$ cat src/rtl/vote_logger_if.sv
// Bundles the voter-facing signals of vote_logger: mode select, debounced
// vote pulses in, and the display/status outputs back to the panel.
interface vote_logger_if #(
    parameter int COUNT_WIDTH = 8
);
    logic                   mode;
    logic [3:0]             valid_vote;
    logic [COUNT_WIDTH-1:0] leds;
    logic                   ack;
    logic                   reject;
    logic                   busy;

    // Panel side: drives mode and votes, observes the display
    modport master (
        output mode,
        output valid_vote,
        input  leds,
        input  ack,
        input  reject,
        input  busy
    );

    // Logger side
    modport slave (
        input  mode,
        input  valid_vote,
        output leds,
        output ack,
        output reject,
        output busy
    );
endinterface

$ cat src/rtl/vote_logger.sv
// Four-candidate vote logger. In voting mode a single vote is counted
// (saturating tally), acknowledged and followed by a lockout window in which
// further votes are ignored; simultaneous votes are rejected. In result mode
// the display shows the tally of a candidate chosen with the vote buttons.
module vote_logger #(
    parameter int COUNT_WIDTH    = 8,
    parameter int LOCKOUT_CYCLES = 16
) (
    input  logic          clock,
    input  logic          reset,
    vote_logger_if.slave  bus
);
    typedef enum logic [1:0] {
        IDLE    = 2'd0,
        LOCKOUT = 2'd1,
        RESULT  = 2'd2
    } state_t;

    localparam logic [7:0] LOCK_LOAD = 8'(LOCKOUT_CYCLES);

    state_t                 state_reg, state_next;
    logic [7:0]             lock_reg, lock_next;
    logic [1:0]             sel_reg, sel_next;
    logic [COUNT_WIDTH-1:0] leds_reg, leds_next;
    logic                   ack_reg, ack_next;
    logic                   reject_reg, reject_next;

    logic [3:0]             inc;
    logic [COUNT_WIDTH-1:0] tally [4];
    logic                   vote_one_hot;
    logic                   vote_multi;
    logic [1:0]             vote_index;

    // Classify the incoming pulses: exactly one button, or a collision
    assign vote_one_hot = (bus.valid_vote != 4'd0) &&
                          ((bus.valid_vote & (bus.valid_vote - 4'd1)) == 4'd0);
    assign vote_multi   = (bus.valid_vote != 4'd0) && !vote_one_hot;

    // Candidate index of a one-hot vote (only used when vote_one_hot is set)
    always_comb begin
        vote_index = 2'd0;
        case (bus.valid_vote)
            4'b0010: vote_index = 2'd1;
            4'b0100: vote_index = 2'd2;
            4'b1000: vote_index = 2'd3;
            default: vote_index = 2'd0;
        endcase
    end

    // One saturating tally per candidate, bumped only on an accepted vote
    generate
        for (genvar gi = 0; gi < 4; gi++) begin : g_tally
            logic [COUNT_WIDTH-1:0] count_reg;

            // Increment unless already at full scale
            always_ff @(posedge clock) begin
                if (reset) begin
                    count_reg <= '0;
                end else if (inc[gi] && (count_reg != {COUNT_WIDTH{1'b1}})) begin
                    count_reg <= count_reg + COUNT_WIDTH'(1);
                end
            end

            assign tally[gi] = count_reg;
        end
    endgenerate

    // Next-state and registered-output decisions
    always_comb begin
        state_next  = state_reg;
        lock_next   = lock_reg;
        sel_next    = sel_reg;
        ack_next    = 1'b0;
        reject_next = 1'b0;
        leds_next   = '0;
        inc         = 4'd0;

        case (state_reg)
            IDLE: begin
                // Mode wins over any vote arriving in the same cycle
                if (bus.mode) begin
                    state_next = RESULT;
                end else if (vote_one_hot) begin
                    inc        = bus.valid_vote;
                    ack_next   = 1'b1;
                    lock_next  = LOCK_LOAD;
                    state_next = LOCKOUT;
                end else if (vote_multi) begin
                    reject_next = 1'b1;
                end
            end
            LOCKOUT: begin
                // Counter was loaded with the window length; leave on the
                // edge where it hits zero so the window is exactly that long
                lock_next = lock_reg - 8'd1;
                if (lock_reg <= 8'd1) begin
                    state_next = IDLE;
                end
            end
            RESULT: begin
                if (vote_one_hot) begin
                    sel_next = vote_index;
                end
                if (!bus.mode) begin
                    state_next = IDLE;
                end
            end
            default: begin
                state_next = IDLE;
            end
        endcase

        // Display follows the state being entered; result view lags the
        // selector by one cycle because it samples the current selector
        case (state_next)
            LOCKOUT: leds_next = (state_reg == IDLE) ? COUNT_WIDTH'(bus.valid_vote) : leds_reg;
            RESULT:  leds_next = tally[sel_reg];
            default: leds_next = '0;
        endcase
    end

    // State and output registers; reset drops any pending pulse
    always_ff @(posedge clock) begin
        if (reset) begin
            state_reg  <= IDLE;
            lock_reg   <= 8'd0;
            sel_reg    <= 2'd0;
            leds_reg   <= '0;
            ack_reg    <= 1'b0;
            reject_reg <= 1'b0;
        end else begin
            state_reg  <= state_next;
            lock_reg   <= lock_next;
            sel_reg    <= sel_next;
            leds_reg   <= leds_next;
            ack_reg    <= ack_next;
            reject_reg <= reject_next;
        end
    end

    assign bus.leds   = leds_reg;
    assign bus.ack    = ack_reg;
    assign bus.reject = reject_reg;
    assign bus.busy   = (state_reg == LOCKOUT);
endmodule

$ cat src/flat_wrapper.sv
// flat-port wrapper written by rule: the top's interface ports become plain ports
module vote_logger_flat 
#(
    parameter int COUNT_WIDTH    = 8,
    parameter int LOCKOUT_CYCLES = 16
)
  (clock, reset, bus_mode, bus_valid_vote, bus_leds, bus_ack, bus_reject, bus_busy);
  vote_logger_if #(.COUNT_WIDTH(COUNT_WIDTH)) bus_i ();
  input  logic clock;
  input  logic reset;
  input wire logic [$bits(bus_i.mode)-1:0] bus_mode;
  input wire logic [$bits(bus_i.valid_vote)-1:0] bus_valid_vote;
  output wire logic [$bits(bus_i.leds)-1:0] bus_leds;
  output wire logic [$bits(bus_i.ack)-1:0] bus_ack;
  output wire logic [$bits(bus_i.reject)-1:0] bus_reject;
  output wire logic [$bits(bus_i.busy)-1:0] bus_busy;
  assign bus_i.mode = bus_mode;
  assign bus_i.valid_vote = bus_valid_vote;
  assign bus_leds = bus_i.leds;
  assign bus_ack = bus_i.ack;
  assign bus_reject = bus_i.reject;
  assign bus_busy = bus_i.busy;
  vote_logger #(.COUNT_WIDTH(COUNT_WIDTH), .LOCKOUT_CYCLES(LOCKOUT_CYCLES)) u_core (.clock(clock), .reset(reset), .bus(bus_i));
endmodule
$ cat config.mk
export PLATFORM = sky130hd
export DESIGN_NAME = vote_logger_flat
export DESIGN_NICKNAME = d
export VERILOG_FILES = /design/src/rtl/vote_logger_if.sv /design/src/rtl/vote_logger.sv /design/src/flat_wrapper.sv
export SDC_FILE = /design/constraint.sdc
export NUM_CORES = 1
export LEC_CHECK = 0
export ABC_AREA = 1
export ABC_CLOCK_PERIOD_IN_PS = 2730
export CORE_MARGIN = 2
export CORE_UTILIZATION = 60
export CTS_CLUSTER_DIAMETER = 60
export DETAILED_ROUTE_END_ITERATION = 6
export PLACE_DENSITY = 0.8
export SLEW_MARGIN = 25
export SYNTH_ARGS = -nofsm -noshare
export SYNTH_HDL_FRONTEND = slang
export SYNTH_SLANG_ARGS = --single-unit
$ cat constraint.sdc
create_clock -name clock -period 2.73 [get_ports clock]
set_clock_uncertainty 0.1 [all_clocks]
set_input_delay 0.273 -clock clock [delete_from_list [all_inputs] [get_ports clock]]
set_output_delay 0.273 -clock clock [all_outputs]
set_load 0.02 [all_outputs]
==> qor.txt <==
==============================================================================
Initial antenna violation count                                              0
Non-Filler Instances                                                       601
Worst-path clk slew                                                      90 ps
Max rail drop VDD                                                    0.2234 mV
First-pass iteration count of the detailed router                            4
#FFs+latches synth                                                          54
WHS Path Cells                                                               2
Synth-to-layout area growth                                             10.75%
Unrepaired setup endpoints after global routing                             no
Cell row count                                                              26
Die extent in x                                                   77.56 microns
Wire length of the first global-routing pass                      13610 microns
Register area share after synthesis                                     33.29%
Clock tree from TritonCTS                                                  yes
Final core utilization                                                  69.52%
Data required, critical path                                           2870 ps
Number of primary I/O pins                                                  18
Number of instances in the placed design                                   593
Cell at the root of the clock tree                                sky130_fd_sc_hd__clkbuf_8
Die Height                                                        77.56 microns
Total via count after detailed routing                                    3259
Max Buffers Root-to-Sink                                                     2
Via count of the first global-routing pass                                2942
Most used DFF post-synth                                          sky130_fd_sc_hd__dfxtp_1
Count of cells along the worst register-to-register path                    12
Unique cell type count in the Yosys netlist                                 28
Filler cell count                                                          460
Area leader, netlist                                              sky130_fd_sc_hd__dfxtp_1
Iteration-0 DRC count of the detailed router                               176
Synth area leaders                                                sky130_fd_sc_hd__dfxtp_1 (33%), sky130_fd_sc_hd__nand2_1 (16%), sky130_fd_sc_hd__nand3_1 (7.7%)
Post-CTS Resized                                                             0
Capturing element type of the critical path                           register
Post-synthesis cell area                                            3247 sq um
CP arrival                                                             2480 ps
Part of the total power dissipated in the clock network                  31.8%
Wire per inst                                                     13.01 microns
Core footprint                                                      5172 sq um
Total Die Area                                                      6016 sq um
Number of buffers inserted by post-CTS setup repair                          0
Clock buffer count from CTS                                                  5
Post-cts hold buffer count                                                   0
Fin Hold WS                                                           378.5 ps
Final standard cell area without fillers                            3596 sq um
Time the worst path needs with I/O delays and setup                    2344 ps
RePlAce Congestion                                                      0.8858
Fraction of layout instances using a drive strength above 1             6.591%
Total routed wirelength                                           7817 microns
Standard cell area after detailed placement                         3505 sq um
Cell area power density                                           402.9 nW/um^2
Global routing usage summed across all routing layers                   27.75%
Max FFs per register                                                        32
DRT antenna net count                                                        0
Port Buffers                                                                17
Worst-Margin Slew                                                     577.3 ps
Residual DRC count                                                           0
Count of maximum capacitance violations                                      0
Hold Path Class                                                     reg -> reg
Final setup viols                                                            0
H-tree Lvls                                                                  2
Worst Setup Start Kind                                                register
# nets final                                                               545
Net switching power figure                                            382.3 uW
Largest fanout on the critical path                                          8
Clk_lat worst skew                                                      310 ps
Clock net sink count                                                        54
Max-Slew Margin vs Limit                                                61.37%
Sequential share of power                                                56.1%
Final max-slew violation count                                               0
Max Freq                                                            0.4267 GHz
Largest net degree at the start of global routing                           24
Async S/R FF share, synth                                                   0%
Post-route setup TNS                                                      0 ps
Ys Warns                                                                     0
Grt ovf                                                                      0
P_leak                                                             0.001501 uW
Internal power contribution                                            1066 uW
Final clock period utilization by the worst path                        85.85%
Combinational cell fraction of total power                               12.2%
Cells after synthesis                                                      511
Starting density of the core                                            62.77%
Run status                                                        finished clean
Fraction of power spent switching nets                                  26.39%
Hold Violations, Final                                                       0
Vias/cell                                                                5.423
Startpoint-to-endpoint class of the critical path                   reg -> reg
Proportion of netlist area held by the largest area contributor         33.29%
Post-synth EDFFs                                                             0
Post-Syn Nets                                                              526
Hpwl dp                                                           5859 microns
Number of diodes                                                             0
Syn Area/Cell                                                      6.354 sq um
==============================================================================
## critical path, stage by stage (launching register included)
cell,delay (ps)
sky130_fd_sc_hd__dfxtp_1,380
sky130_fd_sc_hd__inv_1,70
sky130_fd_sc_hd__ha_1,270
sky130_fd_sc_hd__nor2_1,120
sky130_fd_sc_hd__nor2_1,60
sky130_fd_sc_hd__nand2_1,80
sky130_fd_sc_hd__nand3_1,70
sky130_fd_sc_hd__nand2_1,90
sky130_fd_sc_hd__inv_1,60
sky130_fd_sc_hd__ha_1,350
sky130_fd_sc_hd__nor3_4,330
sky130_fd_sc_hd__nand3_1,130
sky130_fd_sc_hd__a21oi_1,180
## routing by layer
layer | track usage (%) | wire length (microns)
met1 | 37.34 | 3736
met2 | 46.26 | 3697
met3 | 3.256 | 252
met4 | 9.464 | 130
met5 | 0 | 0
## power by group through the flow
stage / Combinational, uW / Sequential (uW) / Clock (uW)
floorplan: 121 / 830 / 0
global placement: 172 / 830 / 0
detailed placement: 175 / 830 / 0
CTS: 176 / 812 / 475
global route: 199 / 814 / 489
finish: 176 / 812 / 460
## path summary, 6_finish.rpt
path                      startpoint                  to  slack [ps]
setup reg to reg  u_core.lock_reg[0]  u_core.bus.leds[3]         390
hold / removal    u_core.bus.leds[5]  u_core.bus.leds[5]         380
setup / recovery  u_core.lock_reg[0]  u_core.bus.leds[3]         390
hold reg to reg   u_core.bus.leds[5]  u_core.bus.leds[5]         380
## logic make-up (layout without fill, tap and decap cells)
kind of cell,after synthesis,count (layout),synth area share (%)
AO/OA/AOI/OAI,82,82,12.99
XOR/XNOR,9,9,2.428
adder cells (fa/ha/maj),8,8,3.083
buffers and inverters,75,95,8.979
flip-flops,54,54,33.29
AND/OR/NAND/NOR,283,283,39.23
## cells in the mapped netlist, types with 7 or more instances
master	number
sky130_fd_sc_hd__clkbuf_1	8
sky130_fd_sc_hd__dfxtp_1	54
sky130_fd_sc_hd__inv_1	60
sky130_fd_sc_hd__o21ai_0	31
sky130_fd_sc_hd__nand3_1	50
sky130_fd_sc_hd__nand2_1	141
sky130_fd_sc_hd__a21oi_1	48
sky130_fd_sc_hd__nand4_1	10
sky130_fd_sc_hd__xor2_1	7
sky130_fd_sc_hd__ha_1	8
sky130_fd_sc_hd__nor2_1	58
## area by class of cell
class	count	area, sq um	area share, %
sequential	54	1081	30.06
timing repair buffer	23	215.2	5.985
inverter	64	246.5	6.855
clock inverter	1	5.005	0.1392
multi-input combinational	382	1874	52.12
tap	70	87.58	2.436
clock buffer	7	86.33	2.401
## layout by cell type (no fill, tap or decap)
cell                              instances
sky130_fd_sc_hd__nand2_4                  1
sky130_fd_sc_hd__o21ai_1                  2
sky130_fd_sc_hd__nand3_4                  1
sky130_fd_sc_hd__inv_1                   60
sky130_fd_sc_hd__ha_1                     8
sky130_fd_sc_hd__buf_4                    6
sky130_fd_sc_hd__nor2_2                   4
sky130_fd_sc_hd__nor2_4                   4
sky130_fd_sc_hd__nor3_1                   3
sky130_fd_sc_hd__nand3b_1                 3
sky130_fd_sc_hd__dfxtp_1                 54
sky130_fd_sc_hd__clkdlybuf4s50_1         17
sky130_fd_sc_hd__or2_0                    1
sky130_fd_sc_hd__xnor2_1                  2
sky130_fd_sc_hd__nand4_1                 10
sky130_fd_sc_hd__nand2_2                  3
sky130_fd_sc_hd__a21oi_1                 48
sky130_fd_sc_hd__inv_2                    1
sky130_fd_sc_hd__nor2_1                  58
sky130_fd_sc_hd__nand3_2                  2
sky130_fd_sc_hd__o21ai_0                 31
sky130_fd_sc_hd__nor3_4                   2
sky130_fd_sc_hd__xor2_1                   7
sky130_fd_sc_hd__nand3_1                 50
sky130_fd_sc_hd__a21oi_4                  1
sky130_fd_sc_hd__nand2_1                141
sky130_fd_sc_hd__clkbuf_1                 1
sky130_fd_sc_hd__inv_4                    2
sky130_fd_sc_hd__clkinv_2                 2
sky130_fd_sc_hd__clkbuf_8                 6
## per-stage QoR
step	total power (uW)	setup slack, ps
2_1_floorplan	950.8	676.6
3_3_place_gp	1003	231.6
3_5_place_dp	1006	105.7
4_1_cts	1463	398.2
5_1_grt	1503	154.9
6_report	1449	386.4
(Power assumes the default switching activity.)
